<file path="src/rtl/cdb_rr_arbiter.sv">
// Round-robin arbiter for the common data bus: NUM_UNITS functional units, each with a
// one-entry holding slot, broadcast one result per cycle onto registered CDB outputs.
module cdb_rr_arbiter #(
    parameter int unsigned WIDTH     = 31,
    parameter int unsigned ROB       = 2,
    parameter int unsigned CONTROL   = 5,
    parameter int unsigned NUM_UNITS = 4,
    localparam int unsigned PTRW     = (NUM_UNITS <= 2) ? 1 : $clog2(NUM_UNITS)
) (
    input  logic                             clk,
    input  logic                             reset,
    input  logic                             flush,
    input  logic [NUM_UNITS-1:0]             req_valid,
    output logic [NUM_UNITS-1:0]             req_ready,
    input  logic [NUM_UNITS*(WIDTH+1)-1:0]   req_result,
    input  logic [NUM_UNITS*(ROB+1)-1:0]     req_rob,
    input  logic [NUM_UNITS-1:0]             req_is_control,
    input  logic [NUM_UNITS*(WIDTH+1)-1:0]   req_target,
    input  logic [NUM_UNITS*(CONTROL+1)-1:0] req_pc_control,
    output logic                             cdb_valid,
    output logic [WIDTH:0]                   cdb_result,
    output logic [ROB:0]                     cdb_rob,
    output logic                             cdb_is_control,
    output logic [WIDTH:0]                   cdb_target,
    output logic [CONTROL:0]                 cdb_pc_control,
    output logic [PTRW-1:0]                  cdb_unit
);

    localparam int unsigned DW = WIDTH + 1;
    localparam int unsigned RW = ROB + 1;
    localparam int unsigned CW = CONTROL + 1;

    logic [NUM_UNITS-1:0] held;
    logic [PTRW-1:0]      ptr;

    logic [DW-1:0] slot_result [NUM_UNITS];
    logic [RW-1:0] slot_rob    [NUM_UNITS];
    logic          slot_ctl    [NUM_UNITS];
    logic [DW-1:0] slot_target [NUM_UNITS];
    logic [CW-1:0] slot_pcc    [NUM_UNITS];

    logic [NUM_UNITS-1:0] acc;
    logic [NUM_UNITS-1:0] cand;
    logic                 found;
    logic [PTRW-1:0]      win;
    logic [PTRW:0]        idx;
    logic [PTRW-1:0]      ptr_nxt;

    logic [DW-1:0] w_result;
    logic [RW-1:0] w_rob;
    logic          w_ctl;
    logic [DW-1:0] w_target;
    logic [CW-1:0] w_pcc;

    assign req_ready = ~held;
    assign acc       = req_valid & ~held;
    assign cand      = held | acc;

    // Rotating first-set search starting at ptr; the found flag keeps the winner one-hot.
    always_comb begin
        found = 1'b0;
        win   = '0;
        idx   = '0;
        for (int i = 0; i < NUM_UNITS; i++) begin
            idx = {1'b0, ptr} + (PTRW+1)'(i);
            if (idx >= (PTRW+1)'(NUM_UNITS)) begin
                idx = idx - (PTRW+1)'(NUM_UNITS);
            end
            if (!found && cand[idx[PTRW-1:0]]) begin
                found = 1'b1;
                win   = idx[PTRW-1:0];
            end
        end
    end

    assign ptr_nxt = (win == PTRW'(NUM_UNITS - 1)) ? '0 : win + PTRW'(1);

    // Winner payload: the holding slot if occupied, otherwise bypass straight from the unit.
    always_comb begin
        w_result = req_result[32'(win) * DW +: DW];
        w_rob    = req_rob[32'(win) * RW +: RW];
        w_ctl    = req_is_control[win];
        w_target = req_target[32'(win) * DW +: DW];
        w_pcc    = req_pc_control[32'(win) * CW +: CW];
        if (held[win]) begin
            w_result = slot_result[win];
            w_rob    = slot_rob[win];
            w_ctl    = slot_ctl[win];
            w_target = slot_target[win];
            w_pcc    = slot_pcc[win];
        end
    end

    always_ff @(posedge clk or posedge reset) begin
        if (reset) begin
            held           <= '0;
            ptr            <= '0;
            cdb_valid      <= 1'b0;
            cdb_result     <= '0;
            cdb_rob        <= '0;
            cdb_is_control <= 1'b0;
            cdb_target     <= '0;
            cdb_pc_control <= '0;
            cdb_unit       <= '0;
        end else if (flush) begin
            held      <= '0;
            cdb_valid <= 1'b0;
        end else begin
            cdb_valid <= found;
            if (found) begin
                cdb_result     <= w_result;
                cdb_rob        <= w_rob;
                cdb_is_control <= w_ctl;
                cdb_pc_control <= w_pcc;
                cdb_unit       <= win;
                ptr            <= ptr_nxt;
                if (w_ctl) begin
                    cdb_target <= w_target;
                end
            end
            for (int j = 0; j < NUM_UNITS; j++) begin
                if (found && (win == PTRW'(j))) begin
                    held[j] <= 1'b0;
                end else if (acc[j]) begin
                    held[j] <= 1'b1;
                end
            end
        end
    end

    // Slot data needs no reset; occupancy is tracked solely by held.
    always_ff @(posedge clk) begin
        for (int j = 0; j < NUM_UNITS; j++) begin
            if (acc[j] && !flush) begin
                slot_result[j] <= req_result[j*DW +: DW];
                slot_rob[j]    <= req_rob[j*RW +: RW];
                slot_ctl[j]    <= req_is_control[j];
                slot_target[j] <= req_target[j*DW +: DW];
                slot_pcc[j]    <= req_pc_control[j*CW +: CW];
            end
        end
    end

endmodule

</file>
<file path="config.mk">
export PLATFORM = sky130hd
export DESIGN_NAME = cdb_rr_arbiter
export DESIGN_NICKNAME = d
export VERILOG_FILES = /design/src/rtl/cdb_rr_arbiter.sv
export SDC_FILE = /design/constraint.sdc
export NUM_CORES = 1
export LEC_CHECK = 0
export ABC_AREA = 1
export CORE_ASPECT_RATIO = 0.5
export CORE_MARGIN = 8
export CORE_UTILIZATION = 56
export DETAILED_ROUTE_END_ITERATION = 10
export HOLD_SLACK_MARGIN = 0.12
export PLACE_DENSITY = 0.95
export SYNTH_ARGS = -nofsm -noshare
export SYNTH_HDL_FRONTEND = slang
export SYNTH_SLANG_ARGS = --single-unit
</file>
<file path="constraint.sdc">
create_clock -name clk -period 11.74 [get_ports clk]
set_input_delay 3.522 -clock clk [delete_from_list [all_inputs] [get_ports clk]]
set_output_delay 3.522 -clock clk [all_outputs]
set_load 0.1 [all_outputs]
</file>
; Yosys cells after proc, flatten, opt, wreduce, memory -nomap -nowiden
; Memories as Yosys holds them, arrays and structs flattened.
; Cells that the tools add are included.
[totals]
ff_bits = 83
ramBits = 296
in_bits = 303
out_inout_bits = 81
elab_cells = 117
n_memories = 5
[memory_table]
columns = memory, words, width, read_ports, rd_ports_with_merged_regs, write_ports, line
row1 = slot_result, 4, 32, 1, 0, 4, 36  ; logic [DW-1:0] slot_result [NUM_UNITS];
row2 = slot_target, 4, 32, 1, 0, 4, 39  ; logic [DW-1:0] slot_target [NUM_UNITS];
row3 = slot_pcc, 4, 6, 1, 0, 4, 40  ; logic [CW-1:0] slot_pcc [NUM_UNITS];
row4 = slot_rob, 4, 3, 1, 0, 4, 37  ; logic [RW-1:0] slot_rob [NUM_UNITS];
row5 = slot_ctl, 4, 1, 1, 0, 4, 38  ; logic slot_ctl [NUM_UNITS];
[op_classes]
addsub = 8
mul = 2
n_lt_le_gt_ge = 9
eq_ne = 3
n_shift = 4
muxes = 48
n_bitwise = 4
reduce_logical = 22
[ops]
columns = op, count
row1 = $shiftx 128x8->32, 2
row2 = $mux 32, 2
row3 = $mux 1, 28
row4 = $shiftx 24x6->6, 1
row5 = $mux 2, 9
row6 = $lt 2x3->1 const B, 5
row7 = $bmux 1 s2, 6
row8 = $reduce_bool 3->1, 4
row9 = $shiftx 12x5->3, 1
row10 = $logic_and 1x1->1, 11
row11 = $ge 3x3->1 const B, 3
row12 = $mul 2x2->4 const B, 2
row13 = $sub 2x1->2 const B, 4
row14 = $add 2x2->3 const B, 2
row15 = $mux 6, 1
row16 = $and 4x4->4, 1
row17 = $eq 2x2->1 const B, 2
row18 = $logic_not 1->1, 4
row19 = $mux 4, 1
row20 = $not 4->4, 1
row21 = $or 4x4->4, 1
row22 = $add 2x1->3 const B, 1
row23 = $ge 2x3->1 const B, 1
row24 = $mux 3, 1
row25 = 6 further kinds, 6

; Longest topological paths before layout
[logic_depth]
word_depth = 19
depth_mapped = 21
depth_no_buf = 18

; Worst setup path after synthesis
; Ideal clock, no wire load.
[synth_path]
path_kind = input-to-reg
from = input flush
to = memory slot_ctl[0], enable pin
setup_time_ns = 0.507
arrival_time_ns = 6.819
required_time_ns = 11.233
setup_slack_ns = 4.414
path_stages = 2
path_buffers = 1
cell_sequence = clkbuf_1 nor2_1
[synth_lines]
columns = element, line
row1 = from (decl), 12  ; input logic flush,
row2 = to (decl), 38

; Worst setup path in the final report
[layout_path]
from = input req_valid[1]
to = register cdb_result[9]
[layout_between]
elab_chain_cells = 17
elab_cells_between_ends = 30
classes_between = shift (1) / mux (19) / bitwise (2) / reduce/logical (7) / memory (1)
[layout_rtl]
columns = element, line
row1 = from (decl), 13  ; input logic [NUM_UNITS-1:0] req_valid,
row2 = $and 4x4->4 *, 56  ; assign acc = req_valid & ~held;
row3 = $or 4x4->4 *, 57  ; assign cand = held | acc;
row4 = "parallel branches: the longest is 15 deep, another holds $bmux 1 s2", n/a
row5 = to (signal assigned), 111  ; cdb_result <= w_result;
row6 = to (decl), 21  ; output logic [WIDTH:0] cdb_result,
; Mark *: on every way between the ends. The select of a mux whose other input is x is not followed.
; A chain may end at the register's enable or synchronous reset.

==> impl_metrics.tcl <==
set metrics [dict create \
    outcome "complete, no violations" \
    initial_core_util_pct 56.8 \
    min_path_type "reg -> reg" \
    finalHoldViolCount 0 \
    rsz0062_at_grt "no" \
    fmax_mhz 128 \
    die_h_um 143 \
    grtUsageTotal_pct 28.3 \
    yosys.area.top_type "edfxtp_1" \
    setup_violations 0 \
    multi_input_area_um2 6110 \
    cts_buffers 35 \
    yosysSeqAreaShare_pct 61.0 \
    core_area_um2 31700 \
    yosysWarnings 0 \
    place_area_um2 21900 \
    via_per_inst 5.77 \
    cts_tree "done" \
    drc_errors 0 \
    final_common_cell "nand2_1" \
    vias 16000 \
    ys_ff_latch 379 \
    cts_resized 0 \
    fin_crit_sh_pct 66.3 \
    grt_start_max_net_pins 148 \
    clk_path_buf_depth 3 \
    ios 384 \
    layout_common_cells "nand2_1, clkdlybuf4s50_1, edfxtp_1" \
    path_max_fanout 147 \
    drv_cap 0 \
    netlist.area_leader.share_pct 49.5 \
    dp_hpwl_mm 35.6 \
    design_area_um2 23100 \
    synth.area.top_cells "edfxtp_1, nand2_1, dfrtp_1" \
    num_rows 46 \
    worstSetupPathType "in -> reg" \
    die_x_um 269 \
    cts_root_buffer "clkbuf_16" \
    cts_setup_buffers 0 \
    wl_per_cell_um 21.1 \
    synth.net_count 2284 \
    nets 2591 \
    finClkSkew_ns 0.0233 \
    cp-end-kind "flip-flop" \
    tightest_slew_ns 1.22 \
    cp-start-kind "primary input" \
    required_ns 12.18 \
    hold_buffers 0 \
    first_pass_iters 6 \
    gp_congestion 0.870 \
    drive_above_1_share_pct 3.94 \
    netlist_instances 1977 \
    cp_data_arrival_time_ns 8.22 \
    cts.sinks 379 \
    yosysUniqueCellTypes 27 \
    relSlewSlack_pct 18.7 \
    ctsHtreeMaxLevel 2 \
    overflow 0 \
    setup_tns_ns 0 \
    clk_latency_ns 0.53 \
    die_area_um2 38400 \
    n_fill_cell 2130 \
    seq_area_um2 11000 \
    post-route-min-period_ns 7.78 \
    synth_area_per_cell_um2 9.09 \
    grt_pass1_wl_mm 86.0 \
    final-max-slew-violation-count 0 \
    netlist_area_um2 18000 \
    portBuffers 383 \
    grt_pass1_vias 15900 \
    path_clk_slew_ns 0.06 \
    finalWirelength_mm 58.2 \
    postRouteAntennaNets 0 \
    area_growth_syn_to_layout_pct 28.3 \
    drt_iter0_drc 1701 \
    antenna_found_initial 19 \
]
==> final timing paths <==
check | depth (start not counted) | to | from | slack, ns
worst max-delay path | 17 | cdb_result[9] | req_valid[1] | 3.96
worst min-delay path | 2 | cdb_target[17] | cdb_target[17] | 0.48
worst max register to register | 17 | cdb_result[9] | ptr[0] | 6.98
worst min register to register | 2 | cdb_target[17] | cdb_target[17] | 0.48
max in group asynchronous | 3 | cdb_result[24] | reset | 7.13
min in group asynchronous | 2 | cdb_target[1] | reset | 3.42
==> layout make-up <==
type | instances | share of cell area, %
Tap cell | 432 | 2.34
Inverter | 78 | 1.31
Clock inverter | 13 | 0.527
Antenna cell | 22 | 0.239
Multi-Input combinational cell | 1391 | 26.5
Clock buffer | 50 | 4.36
Sequential cell | 379 | 47.6
Timing Repair Buffer | 399 | 17.2
==> metrics by stage <==
step,hold WS (ns),worst slack [ns],instances,utilization [%]
5_1_grt,0.516,3.63,2761,72.8
4_1_cts,0.483,4.08,2742,72.6
2_1_floorplan,0.595,4.41,1977,-
3_5_place_dp,0.467,3.58,2679,69.1
3_3_place_gp,0.465,3.74,2679,69.1
6_report,0.484,3.96,2764,72.8
==> synthesized netlist by cell type <==
master    instances
o211ai_1         64
dfrtp_1          83
o21a_1            1
a21oi_1          41
nand3_1         283
inv_1            73
buf_6             6
nor2_1           11
inv_4             1
o21ai_1          41
a21oi_2           1
nand3_4           1
nand3_2           1
buf_1             5
clkbuf_1         24
edfxtp_1        296
ha_1              4
nand2_1         925
buf_4             6
buf_2            88
nor2_2            2
nand2_4           1
nand2_2           6
a211oi_1          4
inv_2             4
nor2_4            2
o21ai_0           3
==> cells by family (layout without fill, tap and decap cells) <==
logic type | after synthesis | after routing | share of synthesized area (%)
buf+inv | 207 | 540 | 5.33
other cells | 0 | 22 | 0
simple gates | 1232 | 1232 | 28.1
compound gates | 155 | 155 | 5.30
flops | 379 | 379 | 61.0
fa+ha+maj | 4 | 4 | 0.279
==> flip-flops by register name (all words and copies together), names as in the netlist, 2 cells and up <==
name / cells
cdb_unit: 2
cdb_rob: 3
slot_target: 128
cdb_result: 32
slot_pcc: 24
slot_ctl: 4
slot_rob: 12
cdb_pc_control: 6
ptr: 2
cdb_target: 32
slot_result: 128
held: 4
==> per-layer routing <==
metal	global-route usage [%]	routed length [um]
met1	31.2	20500
met2	49.7	29400
met3	4.66	4090
met4	21.1	4260
met5	0	0
==> critical path, stage by stage <==
cell,delay [ns]
clkdlybuf4s50_1,0.42
nor2_1,0.23
nand2_1,0.13
nand3_1,0.10
nand2_1,0.10
nand2_1,0.09
nand2_1,0.08
nand2_1,0.30
nand2_8,0.56
inv_6,1.04
buf_4,0.85
nand2_1,0.16
nand3_1,0.13
nand2_1,0.07
nand2_1,0.06
nand2_1,0.06
o21ai_1,0.16
Power is not shown: default switching activity piles up to over one toggle a cycle in this logic, so the estimate is an artifact.
